==> src/rtl/spi_bridge_if.sv <==
// SPI pins plus the decoder-side byte path of the SPI slave bridge.
// The bridge uses the slave modport; the SPI host and decoder use the master modport.
interface spi_bridge_if;
  logic       sclk;
  logic       cs_n;
  logic       mosi;
  logic       miso;
  logic       byte_sync;
  logic [7:0] data_in;
  logic [7:0] data_out;

  modport slave (
    input  sclk, cs_n, mosi, data_out,
    output miso, byte_sync, data_in
  );

  modport master (
    output sclk, cs_n, mosi, data_out,
    input  miso, byte_sync, data_in
  );
endinterface

==> src/rtl/spi_bridge.sv <==
// SPI mode-0 slave front end: oversamples the SPI pins in the clk domain,
// deserialises MOSI into bytes for the decoder and serialises data_out onto MISO.
module spi_bridge #(
  parameter int SYNC_STAGES = 2
) (
  input  logic        clk,
  input  logic        rst_n,
  spi_bridge_if.slave bus
);

  localparam int LAST = SYNC_STAGES - 1;

  logic [SYNC_STAGES-1:0] sclk_sync_q, sclk_sync_d;
  logic [SYNC_STAGES-1:0] cs_sync_q,   cs_sync_d;
  logic [SYNC_STAGES-1:0] mosi_sync_q, mosi_sync_d;
  logic                   sclk_hist_q, sclk_hist_d;
  logic                   cs_hist_q,   cs_hist_d;
  logic [2:0]             bit_cnt_q,   bit_cnt_d;
  logic [7:0]             rx_shift_q,  rx_shift_d;
  logic [7:0]             tx_shift_q,  tx_shift_d;
  logic [7:0]             data_in_q,   data_in_d;
  logic                   byte_sync_q, byte_sync_d;

  logic sclk_s, cs_s, mosi_s;
  logic sclk_rise, sclk_fall, cs_fall;

  assign sclk_s    = sclk_sync_q[LAST];
  assign cs_s      = cs_sync_q[LAST];
  assign mosi_s    = mosi_sync_q[LAST];
  assign sclk_rise = sclk_s & ~sclk_hist_q;
  assign sclk_fall = ~sclk_s & sclk_hist_q;
  assign cs_fall   = ~cs_s & cs_hist_q;

  always_comb begin
    sclk_sync_d = {sclk_sync_q[SYNC_STAGES-2:0], bus.sclk};
    cs_sync_d   = {cs_sync_q[SYNC_STAGES-2:0],   bus.cs_n};
    mosi_sync_d = {mosi_sync_q[SYNC_STAGES-2:0], bus.mosi};
    sclk_hist_d = sclk_s;
    cs_hist_d   = cs_s;
    bit_cnt_d   = bit_cnt_q;
    rx_shift_d  = rx_shift_q;
    tx_shift_d  = tx_shift_q;
    data_in_d   = data_in_q;
    byte_sync_d = 1'b0;

    // Deselect wins over any sclk edge detected in the same cycle.
    if (cs_s) begin
      bit_cnt_d  = 3'd0;
      rx_shift_d = 8'h00;
      tx_shift_d = 8'h00;
    end else if (cs_fall) begin
      bit_cnt_d  = 3'd0;
      rx_shift_d = 8'h00;
      tx_shift_d = bus.data_out;
    end else begin
      if (sclk_rise) begin
        rx_shift_d = {rx_shift_q[6:0], mosi_s};
        bit_cnt_d  = bit_cnt_q + 3'd1;
        if (bit_cnt_q == 3'd7) begin
          data_in_d   = {rx_shift_q[6:0], mosi_s};
          byte_sync_d = 1'b1;
        end
      end
      if (sclk_fall) begin
        // Count back at zero means a byte boundary: fetch the decoder's reply.
        if (bit_cnt_q == 3'd0) tx_shift_d = bus.data_out;
        else                   tx_shift_d = {tx_shift_q[6:0], 1'b0};
      end
    end
  end

  always_ff @(posedge clk) begin
    if (!rst_n) begin
      sclk_sync_q <= '0;
      cs_sync_q   <= '1;
      mosi_sync_q <= '0;
      sclk_hist_q <= 1'b0;
      cs_hist_q   <= 1'b1;
      bit_cnt_q   <= 3'd0;
      rx_shift_q  <= 8'h00;
      tx_shift_q  <= 8'h00;
      data_in_q   <= 8'h00;
      byte_sync_q <= 1'b0;
    end else begin
      sclk_sync_q <= sclk_sync_d;
      cs_sync_q   <= cs_sync_d;
      mosi_sync_q <= mosi_sync_d;
      sclk_hist_q <= sclk_hist_d;
      cs_hist_q   <= cs_hist_d;
      bit_cnt_q   <= bit_cnt_d;
      rx_shift_q  <= rx_shift_d;
      tx_shift_q  <= tx_shift_d;
      data_in_q   <= data_in_d;
      byte_sync_q <= byte_sync_d;
    end
  end

  assign bus.miso      = ~cs_s & tx_shift_q[7];
  assign bus.byte_sync = byte_sync_q;
  assign bus.data_in   = data_in_q;

endmodule

==> src/flat_wrapper.sv <==
// flat-port wrapper written by rule: the top's interface ports become plain ports
module spi_bridge_flat 
#(
  parameter int SYNC_STAGES = 2
)
  (clk, rst_n, bus_sclk, bus_cs_n, bus_mosi, bus_data_out, bus_miso, bus_byte_sync, bus_data_in);
  spi_bridge_if bus_i ();
  input  logic clk;
  input  logic rst_n;
  input wire logic [$bits(bus_i.sclk)-1:0] bus_sclk;
  input wire logic [$bits(bus_i.cs_n)-1:0] bus_cs_n;
  input wire logic [$bits(bus_i.mosi)-1:0] bus_mosi;
  input wire logic [$bits(bus_i.data_out)-1:0] bus_data_out;
  output wire logic [$bits(bus_i.miso)-1:0] bus_miso;
  output wire logic [$bits(bus_i.byte_sync)-1:0] bus_byte_sync;
  output wire logic [$bits(bus_i.data_in)-1:0] bus_data_in;
  assign bus_i.sclk = bus_sclk;
  assign bus_i.cs_n = bus_cs_n;
  assign bus_i.mosi = bus_mosi;
  assign bus_i.data_out = bus_data_out;
  assign bus_miso = bus_i.miso;
  assign bus_byte_sync = bus_i.byte_sync;
  assign bus_data_in = bus_i.data_in;
  spi_bridge #(.SYNC_STAGES(SYNC_STAGES)) u_core (.clk(clk), .rst_n(rst_n), .bus(bus_i));
endmodule
==> config.mk <==
export PLATFORM = sky130hd
export DESIGN_NAME = spi_bridge_flat
export DESIGN_NICKNAME = d
export VERILOG_FILES = /design/src/rtl/spi_bridge_if.sv /design/src/rtl/spi_bridge.sv /design/src/flat_wrapper.sv
export SDC_FILE = /design/constraint.sdc
export NUM_CORES = 1
export LEC_CHECK = 0
export ABC_AREA = 1
export BUFFER_PORTS_ARGS = -buffer_cell sky130_fd_sc_hd__buf_2
export CAP_MARGIN = 20
export CORE_MARGIN = 1
export CORE_UTILIZATION = 42
export DETAILED_ROUTE_END_ITERATION = 16
export PLACE_DENSITY_LB_ADDON = 0.12
export SLEW_MARGIN = 20
export SYNTH_ARGS = -nofsm -noshare
export SYNTH_HDL_FRONTEND = slang
export SYNTH_SLANG_ARGS = --single-unit
==> constraint.sdc <==
create_clock -name clk -period 1.4 [get_ports clk]
set_input_delay 0.35 -clock clk [delete_from_list [all_inputs] [get_ports clk]]
set_output_delay 0.35 -clock clk [all_outputs]
set_load 0.01 [all_outputs]
# After elaboration in Yosys (flattened, before gate mapping)
# Cells that the tools add are included.
[op_classes]
addsub = 1
eq_ne = 1
muxes = 4
bitwise = 10
reduce_logical = 6
[op_table]
columns = ["cell", "count"]
rows = [
  ["$mux W8", 3],
  ["$not A1 Y1", 6],
  ["$and A1 B1 Y1", 4],
  ["$reduce_and A4 Y1", 1],
  ["$reduce_or A4 Y1", 1],
  ["$add A3 B1 Y3 const B", 1],
  ["$eq A3 B3 Y1 const B", 1],
  ["$logic_not A3 Y1", 1],
  ["$reduce_or A3 Y1", 1],
  ["$reduce_bool A2 Y1", 1],
  ["$reduce_or A2 Y1", 1],
  ["$mux W1", 1],
]
[totals]
reg_bits = 35
input_bits = 13
word_cells = 32

# Depth between registers and ports, before layout
# Gate-level depths: netlist of run 1.
[logic_depth]
ltp_word = 4
depth_mapped = 8

# Least setup slack after synthesis of run 1
# Ideal clock, no wire load.
[synth_timing]
path_type = "reg-to-reg"
start = "register u_core.bit_cnt_q[0]"
end = "register u_core.tx_shift_q[2]"
setup_ns = 0.109
arrival_time_ns = 1.117
setup_slack_ns = 0.174
path_stages_with_launch = 9
n_path_buf = 0
synth_period_minus_slack_ns = 1.226
path_cell_list = "dfxtp_1 > inv_1 > ha_1 > nand2_1 > nand2_1 > nand2_1 > nand3_1 > nand2_1 > inv_1"
[synth_between]
elab_chain_len = 4
[synth_lines]
columns = ["element", "line_no", "rtl"]
rows = [
  ["from (decl)", "spi_bridge.sv:18", "logic [2:0] bit_cnt_q, bit_cnt_d;"],
  ["from (signal assigned)", "spi_bridge.sv:90", "bit_cnt_q <= bit_cnt_d;"],
  ["$logic_not A3 Y1", "spi_bridge.sv:66", "if (bit_cnt_q == 3'd0) tx_shift_d = bus.data_out;"],
  ["$mux W8", "spi_bridge.sv:66", ""],
  ["$mux W8", "spi_bridge.sv:64", "if (sclk_fall) begin"],
  ["$mux W8", "spi_bridge.sv:51", "end else if (cs_fall) begin"],
  ["to (signal assigned)", "spi_bridge.sv:92", "tx_shift_q <= tx_shift_d;"],
  ["to (decl)", "spi_bridge.sv:20", "logic [7:0] tx_shift_q, tx_shift_d;"],
]
# Every way passes these cells. The select of a mux whose other input is x is not followed.
# A chain may end at the register's enable or synchronous reset.

# Worst setup path in the final report of run 1
[layout_timing]
start = "register u_core.bit_cnt_q[0]"
end = "register u_core.data_in_q[1], in the netlist u_core.bus.data_in[1]"
[layout_between]
elab_chain_len = 2
[layout_lines]
columns = ["element", "line_no", "rtl"]
rows = [
  ["$eq A3 B3 Y1", "spi_bridge.sv:59", "if (bit_cnt_q == 3'd7) begin"],
  ["$reduce_and A4 Y1 (no line)", "-", ""],
  ["to (signal assigned)", "spi_bridge.sv:93", "data_in_q <= data_in_d;"],
  ["to (decl)", "spi_bridge.sv:21", "logic [7:0] data_in_q, data_in_d;"],
]
# Every way passes these cells.

==> out/metrics.yaml, run 1 <==
start_util: 0.441
slowest_stage: "dfxtp_1"
period_needed_ns: 1.28
fp.dieH_microns: 61.2
mappedNetlistArea_sq_um: 1470
whs_ns: 0.179
synth_area_leaders: "dfxtp_1, nand2_1, inv_1"
grt_pass1_wl_microns: 4460
peakVddDrop_mv: 0.512
routed_wl_microns: 2730
drv_cap: 0
setup_viol: 0
relSlewSlack: 0.784
final.setup.tns_ns: 0
gp_congestion: 0.791
layout-drive-gt1-share: 0.222
ys_ff_latch: 35
fin_nets: 240
critPathKind: "reg -> reg"
drtPass1Iterations: 4
cts_setup_buffers: 0
vias_per_cell: 4.54
tightest_slew_ns: 0.323
critPathMostFrequentCell: "nand2_1"
fin_skew_ns: 0.0105
crit_chain: "ha_1 -> ha_2 -> nand3_4 -> nor2_4 -> nand2_1 -> nand2_1"
grt_max_degree: 15
ys_warn_count: 0
grt_pass1_vias: 1092
area_growth_pct: 17.9
setup.worst_path.end_class: "register"
r2r_slack_ns: 0.12
crit_required_ns: 1.70
clock.fmax_ghz: 0.782
rsz0062_at_grt: "no"
die_area_sq_um: 3740
status: "finished, final reports clean"
dieWidth_microns: 61.2
ys_types: 20
vias: 1231
routed-wl-met2_microns: 1300
drt-met1-wl_microns: 1270
worstPathArrival_ns: 1.58
critPathMaxStageDelay_ns: 0.37
clk_pin_slew_ns: 0.12
slew_violations: 0
cts_buffers: 5
dr.first_iter.drc_count: 71
tritoncts: "yes"
post-dp-hpwl_microns: 2030
yosys.area.top_type: "dfxtp_1"
cts_buffer_depth: 2
overflow: 0
wl_met3_microns: 103
cts.sinks: 35
htreeDepth: 2
diodes: 0
drc_errors: 0
ys_seq_area_frac: 0.477
antenna_found_initial: 0
final_antenna_net_count: 0
clk_latency_ns: 0.34
synth_fp_nets: 209
grtUsageTotal: 0.167
cts_root_buf: "clkbuf_4"
synth_top_area_share: 0.477
ios: 23
hold_viol: 0
wl_per_cell_microns: 10.1
crit_path_max_fanout: 8
p_leak_nw: 0.876
hold_path_class: "in -> reg"
core_area_sq_um: 3340
highest_layer: "met4"
row_count: 21
final.period_utilization: 0.914
powerDensity_nw_per_um2: 990
syn_area_per_cell_sq_um: 7.62
portBuffers: 22
startpoint_type: "register"
synthCells: 193
==> cell usage after synthesis, drive strengths merged <==
library cell  number
clkinv             2
ha                 3
nor2               9
a21oi             11
dfxtp             35
nand2             67
or2                2
nand3             23
nand4              2
inv               29
nand3b             7
buf                2
clkbuf             1
==> cell families (layout without fill, tap and decap cells) <==
family / Yosys count / count (layout) / synth area share
AOI/OAI and AO/OA: 11 / 11 / 0.0451
adders and majority gates: 3 / 3 / 0.0255
buffers and inverters: 34 / 66 / 0.0953
DFF: 35 / 35 / 0.477
and+or+nand+nor: 110 / 110 / 0.357
==> power breakdown <==
| group | internal (W) | leakage (nW) | switching, W | total [W] |
|---|---|---|---|---|
| logic | 0.0000398 | 0.558 | 0.0000579 | 0.0000976 |
| registers | 0.00101 | 0.283 | 0.00000682 | 0.00101 |
| clock network | 0.000247 | 0.0345 | 0.000356 | 0.000603 |
==> layer usage <==
| layer | track usage | up-vias |
|---|---|---|
| met5 | 0 | - |
| met1 | 0.192 | 554 |
| met2 | 0.281 | 15 |
| li1 | - | 655 |
| met3 | 0.0504 | 7 |
| met4 | 0.0877 | 0 |
==> stage by stage <==
step           cells  total power [W]  cell area (sq um)  setup slack, ns   util
6_report         271          0.00171               1730            0.121  0.519
3_5_place_dp     263          0.00113               1650           0.0685  0.495
4_1_cts          271          0.00173               1720           0.0387  0.515
2_1_floorplan    193          0.00110               1470            0.174      -
5_1_grt          271          0.00179               1730           0.0142  0.519
3_3_place_gp     263          0.00113               1650           0.0838  0.495
==> path summary, 6_finish.rpt <==
kind,startpoint,to,cells past startpoint
min,bus_mosi,u_core.mosi_sync_q[0],3
max reg2reg,u_core.bit_cnt_q[0],u_core.bus.data_in[1],6
max,u_core.bit_cnt_q[0],u_core.bus.data_in[1],6
min reg2reg,u_core.sclk_sync_q[0],u_core.sclk_sync_q[1],2
==> layout by cell type, fill, tap and decap left out, drive strengths merged, types with 2 or more instances in the layout <==
| cell type | n |
|---|---|
| ha | 3 |
| nor2 | 9 |
| nand4 | 2 |
| nand3b | 7 |
| buf | 27 |
| or2 | 2 |
| nand3 | 23 |
| dfxtp | 35 |
| a21oi | 11 |
| clkinv | 3 |
| nand2 | 67 |
| inv | 29 |
| clkbuf | 6 |
==> worst max-delay path: cells and delay by family (launching register included) <==
kind / cells / cell delay (ns)
AND/OR/NAND/NOR: 4 / 0.49
flip-flops: 1 / 0.37
adder cells (fa/ha/maj): 2 / 0.38
==> sequential cells by signal, indices dropped and copies added (netlist names) <==
register / cells
u_core.sclk_sync_q: 2
u_core.sclk_hist_q: 1
u_core.cs_hist_q: 1
u_core.tx_shift_q: 8
u_core.cs_sync_q: 2
u_core.rx_shift_q: 7
u_core.bit_cnt_q: 3
u_core.mosi_sync_q: 2
u_core.bus.byte_sync: 1
u_core.bus.data_in: 8
==> what timing repair did <==
item,CTS,global route
setup endpoints to repair,0,10
gates resized for setup,0,4
hold buffers,0,0
hold endpoints to repair,0,0
==> cell type report <==
class,instances,area [sq um]
repair buffers,27,148
flip-flops and latches,35,702
inverters,31,116
clock buffers,6,51.3
multi-input cells,124,642
well taps,46,57.6
fillers,338,1600
clock inverters,2,16.3
(Power assumes the default switching activity.)
==> inputs of run 2 (changes only) <==
clock period = 1.3 ns   (was 1.4 ns; I/O delays follow)
==> run 2 against run 1 <==
Net effect: clock skew fell by 0.0059 ns; first-iteration DRC count rose by 14%; sequential share of layout area fell by 0.51 points; register-to-register slack got worse by 0.04 ns; sequential cell count did not move; non-clock buffer count rose by 3; core utilization rose by 0.94 points; global-route usage rose by 0.88 points; combinational power rose by 16%.
==> out/metrics.yaml, run 2 (synthesis results as in run 1) <==
htreeDepth: 2
row_count: 21
setup.worst_path.end_class: "output pin"
pwr-share-seq: 0.615
reg2reg_to: "u_core.tx_shift_q[2]"
final_antenna_net_count: 0
crit_required_ns: 0.98
start_util: 0.441
grt_pass1_vias: 1152
portBuffers: 22
dp_slack_ns: 0.0114
grtUsageMet3: 0.0504
period_needed_ns: 1.24
peakVddDrop_mv: 0.740
powerDensity_nw_per_um2: 1010
dieWidth_microns: 61.2
p_switching_w: 0.000435
clk_latency_ns: 0.33
startpoint_type: "register"
placed_area_sq_um: 1670
cts_buffers: 5
rsz0062_at_grt: "no"
grt_max_degree: 15
fin_skew_ns: 0.00461
grt_pass1_wl_microns: 4750
grt_most_used_layer: "met2"
final_common_cell: "nand2_1"
power.share.clock: 0.321
cts.sinks: 35
grt_util_met1: 0.199
status: "finished, final reports clean"
final.setup.tns_ns: 0
reg2reg_from: "u_core.cs_sync_q[1]"
crit_path_max_fanout: 3
die_area_sq_um: 3740
routed_wl_microns: 2950
dr.first_iter.drc_count: 81
cts_root_buf: "clkbuf_4"
power_frac_comb: 0.064
intPower_w: 0.00134
holdPathEnd: "u_core.sclk_sync_q[0]"
min_from: "bus_sclk"
slowest_stage: "dfxtp_2"
diodes: 0
hold_path_class: "in -> reg"
layout_common_cells: "nand2_1, dfxtp_1, inv_1"
finalInstanceArea_sq_um: 1760
layout-drive-gt1-share: 0.254
tightest_slew_ns: 0.238
setup_viol: 0
crit_buf_inv: 1
rr_worst_depth: 9
slew_violations: 0
drtPass1Iterations: 4
final.period_utilization: 0.957
cts_buffer_depth: 2
p_total_w: 0.00178
fp.dieH_microns: 61.2
clock.fmax_ghz: 0.804
ios: 23
grtUsageTotal: 0.176
post-dp-hpwl_microns: 2090
whs_path_depth: 3
worstPathArrival_ns: 0.92
hold_viol: 0
fin_ws_ns: 0.0559
swShare: 0.245
fin_nets: 243
drv_cap: 0
path_delay_family: "flip-flops"
area_growth_pct: 20.0
critPathMaxStageDelay_ns: 0.36
grt_util_met2: 0.307
p_leak_nw: 0.884
crit_chain: "nor2_1 -> buf_2"
antenna_found_initial: 0
drc_errors: 0
vias: 1253
critPathKind: "reg -> out"
vias_per_cell: 4.57
whs_ns: 0.162
gp_congestion: 0.801
wl_per_cell_microns: 10.8
clk_pin_slew_ns: 0.10
core_area_sq_um: 3340
nFillCells: 342
r2r_slack_ns: 0.08
tritoncts: "yes"
overflow: 0
relSlewSlack: 0.841
run 2: power by group through the flow:
stage	clock network, W	logic [W]	registers [W]
global route	0.000636	0.000127	0.00109
finish	0.000570	0.000113	0.00109
detailed placement	0	0.000111	0.00112
floorplan	0	0.0000688	0.00111
CTS	0.000590	0.000112	0.00109
global placement	0	0.000107	0.00112
run 2: tightest hold or removal path, stage by stage:
cell and delay [ns]:
buf_2 0.07, nand2_1 0.04, inv_1 0.04
run 2: what timing repair did:
| item | in CTS | in global routing |
|---|---|---|
| hold buffers | 0 | 0 |
| buffers inserted | 1 | 0 |
| pin swaps | 2 | 2 |
| endpoints found under the setup margin | 8 | 20 |
| resized for setup | 3 | 8 |
run 2: final cells by class:
cell class              count  area (sq um)  area share
inverters                  31           120      0.0681
clock inverters             2          12.5     0.00709
flip-flops and latches     35           706       0.400
well taps                  46          57.6      0.0326
clock buffers               6          41.3      0.0234
repair buffers             30           170      0.0965
multi-input cells         124           657       0.372
run 2: how the worst max path moves through the flow:
stage / start / end / slack (ns) / depth (start not counted)
floorplan: u_core.bit_cnt_q[0] / u_core.tx_shift_q[2] / 0.07 / 8
global placement: u_core.bit_cnt_q[1] / u_core.bus.data_in[1] / 0.06 / 6
detailed placement: u_core.bit_cnt_q[0] / u_core.tx_shift_q[6] / 0.01 / 8
CTS: u_core.cs_sync_q[1] / u_core.bus.data_in[1] / 0.02 / 6
global route: u_core.cs_sync_q[1] / u_core.tx_shift_q[3] / 0.009 / 9
finish: u_core.cs_sync_q[1] / bus_miso / 0.06 / 2
run 2: per-layer routing:
layer | routed length [microns] | vias to the layer above
li1 | - | 662
met4 | 46 | 0
met5 | 0 | -
met3 | 83 | 5
met1 | 1380 | 570
met2 | 1440 | 16
run 2: metrics by stage:
step,utilization,std cells
after floorplan,-,193
after detailed placement,0.502,266
after global placement,0.502,266
final,0.529,274
after global routing,0.529,274
after CTS,0.521,274
==> inputs of run 3 (changes only) <==
==> constraint.sdc (replaced) <==
create_clock -name clk -period 1.3 [get_ports clk]
set_input_delay 0.325 -clock clk [delete_from_list [all_inputs] [get_ports clk]]
set_output_delay 0.325 -clock clk [all_outputs]
set_load 0.005 [all_outputs]
==> run 3 against run 2 <==
Net effect: non-clock buffer count stayed put; sequential power hardly changed; power hardly changed; sequential share of layout area hardly changed; setup slack better by 0.012 ns; worst hold slack hardly changed; first-iteration DRC count is 14% lower; global-route usage stayed put.
==> out/metrics.yaml, run 3 (synthesis results as in run 1) <==
status: "finished, final reports clean"
crit_chain: "inv_1 -> nor2_1 -> buf_2"
row_count: 21
finish.utilization: 0.528
pwr-share-seq: 0.615
fp.dieH_microns: 61.2
layout_common_cells: "nand2_1, dfxtp_1, inv_1"
fin_nets: 243
cts.sinks: 35
portBuffers: 22
slowest_stage: "dfxtp_1"
gp_congestion: 0.801
htreeDepth: 2
multi_input_comb_area_sq_um: 657
crit_required_ns: 0.98
p_leak_nw: 0.883
period_needed_ns: 1.23
dr.first_iter.drc_count: 70
relSlewSlack: 0.841
crit_start: "u_core.tx_shift_q[7]"
path_delay_family: "flip-flops"
worstSetupEndpoint: "bus_miso"
vias_per_cell: 4.57
crit_path_max_fanout: 2
ff_latch_area_sq_um: 704
drtPass1Iterations: 4
final_antenna_net_count: 0
crit_cells: 3
critPathKind: "reg -> out"
slew_violations: 0
grt_max_degree: 15
final.setup.tns_ns: 0
cts_root_buf: "clkbuf_4"
die_area_sq_um: 3740
clk_latency_ns: 0.33
grt_pass1_wl_microns: 4750
tightest_slew_ns: 0.239
grtUsageTotal: 0.176
overflow: 0
post-dp-hpwl_microns: 2090
clock.fmax_ghz: 0.812
routed_wl_microns: 2950
reg2reg_to: "u_core.tx_shift_q[2]"
peakVddDrop_mv: 0.740
crit_buf_inv: 2
cts_buffers: 5
hold_viol: 0
critPathMaxStageDelay_ns: 0.32
r2r_slack_ns: 0.08
reg2reg_from: "u_core.cs_sync_q[1]"
nFillCells: 343
area_growth_pct: 19.9
start_util: 0.441
p_switching_w: 0.000434
cts_buffer_depth: 2
startpoint_type: "register"
layout-drive-gt1-share: 0.250
hold_path_class: "in -> reg"
grt_pass1_vias: 1152
worstPathArrival_ns: 0.91
setup.worst_path.end_class: "output pin"
clk_pin_slew_ns: 0.10
holdBufCountCts: 0
final.period_utilization: 0.948
wl_per_cell_microns: 10.8
dieWidth_microns: 61.2
drv_cap: 0
setup_viol: 0
core_area_sq_um: 3340
power.share.clock: 0.321
diodes: 0
final_common_cell: "nand2_1"
fin_skew_ns: 0.00461
intPower_w: 0.00134
powerDensity_nw_per_um2: 1010
drc_errors: 0
swShare: 0.245
rr_worst_depth: 9
antenna_found_initial: 0
power_frac_comb: 0.064
tritoncts: "yes"
vias: 1253
rsz0062_at_grt: "no"
ios: 23
## run 3: cell counts in the layout (fill, tap and decap cells not counted)
No cell type changed its count.
## run 3: layer usage
layer	track usage	routed length [microns]
met5	0	0
met4	0.0779	46
met3	0.0504	83
met2	0.307	1440
met1	0.199	1380
## run 3: cell type report
| class | instances | share of cell area |
|---|---|---|
| flip-flops and latches | 35 | 0.400 |
| well taps | 46 | 0.0326 |
| clock inverters | 2 | 0.00710 |
| clock buffers | 6 | 0.0234 |
| inverters | 31 | 0.0681 |
| repair buffers | 30 | 0.0965 |
| multi-input cells | 124 | 0.373 |
## run 3: what timing repair did
action,4_1_cts,5_1_grt
gates resized for setup,3,7
setup buffers,1,0
pin swaps,2,1
endpoints found under the setup margin,8,19
## run 3: worst min-delay path by stage
stage                     startpoint               endpoint  slack [ns]  depth (start not counted)
2_1_floorplan  u_core.mosi_sync_q[0]  u_core.mosi_sync_q[1]        0.39                          2
6_report                    bus_sclk  u_core.sclk_sync_q[0]        0.16                          3
4_1_cts                     bus_sclk  u_core.sclk_sync_q[0]        0.16                          3
3_5_place_dp   u_core.mosi_sync_q[0]  u_core.mosi_sync_q[1]        0.40                          2
3_3_place_gp   u_core.mosi_sync_q[0]  u_core.mosi_sync_q[1]        0.40                          2
5_1_grt                     bus_cs_n    u_core.cs_sync_q[0]        0.15                          2
## run 3: stage by stage
stage | setup slack, ns | instances | hold WS [ns] | power (W) | cell area, sq um
after global placement | 0.0575 | 266 | 0.403 | 0.00122 | 1670
after floorplan | 0.0738 | 193 | 0.390 | 0.00118 | 1470
final | 0.0678 | 274 | 0.162 | 0.00177 | 1760
after global routing | 0.00524 | 274 | 0.152 | 0.00186 | 1760
after CTS | 0.0156 | 274 | 0.157 | 0.00179 | 1740
after detailed placement | 0.0114 | 266 | 0.404 | 0.00123 | 1670
## run 3: worst reg2reg max path: cells and delay by family, from the launching register on
| family | cells | cell delay, ns |
|---|---|---|
| simple gates | 4 | 0.31 |
| buf+inv | 5 | 0.43 |
| flops | 1 | 0.38 |
## run 3: power by group through the flow
stage,Clock [W],Sequential [W],Combinational (W)
after floorplan,0,0.00111,0.0000688
after global placement,0,0.00112,0.000107
after detailed placement,0,0.00112,0.000111
after CTS,0.000590,0.00109,0.000112
after global routing,0.000636,0.00109,0.000127
final,0.000570,0.00109,0.000113
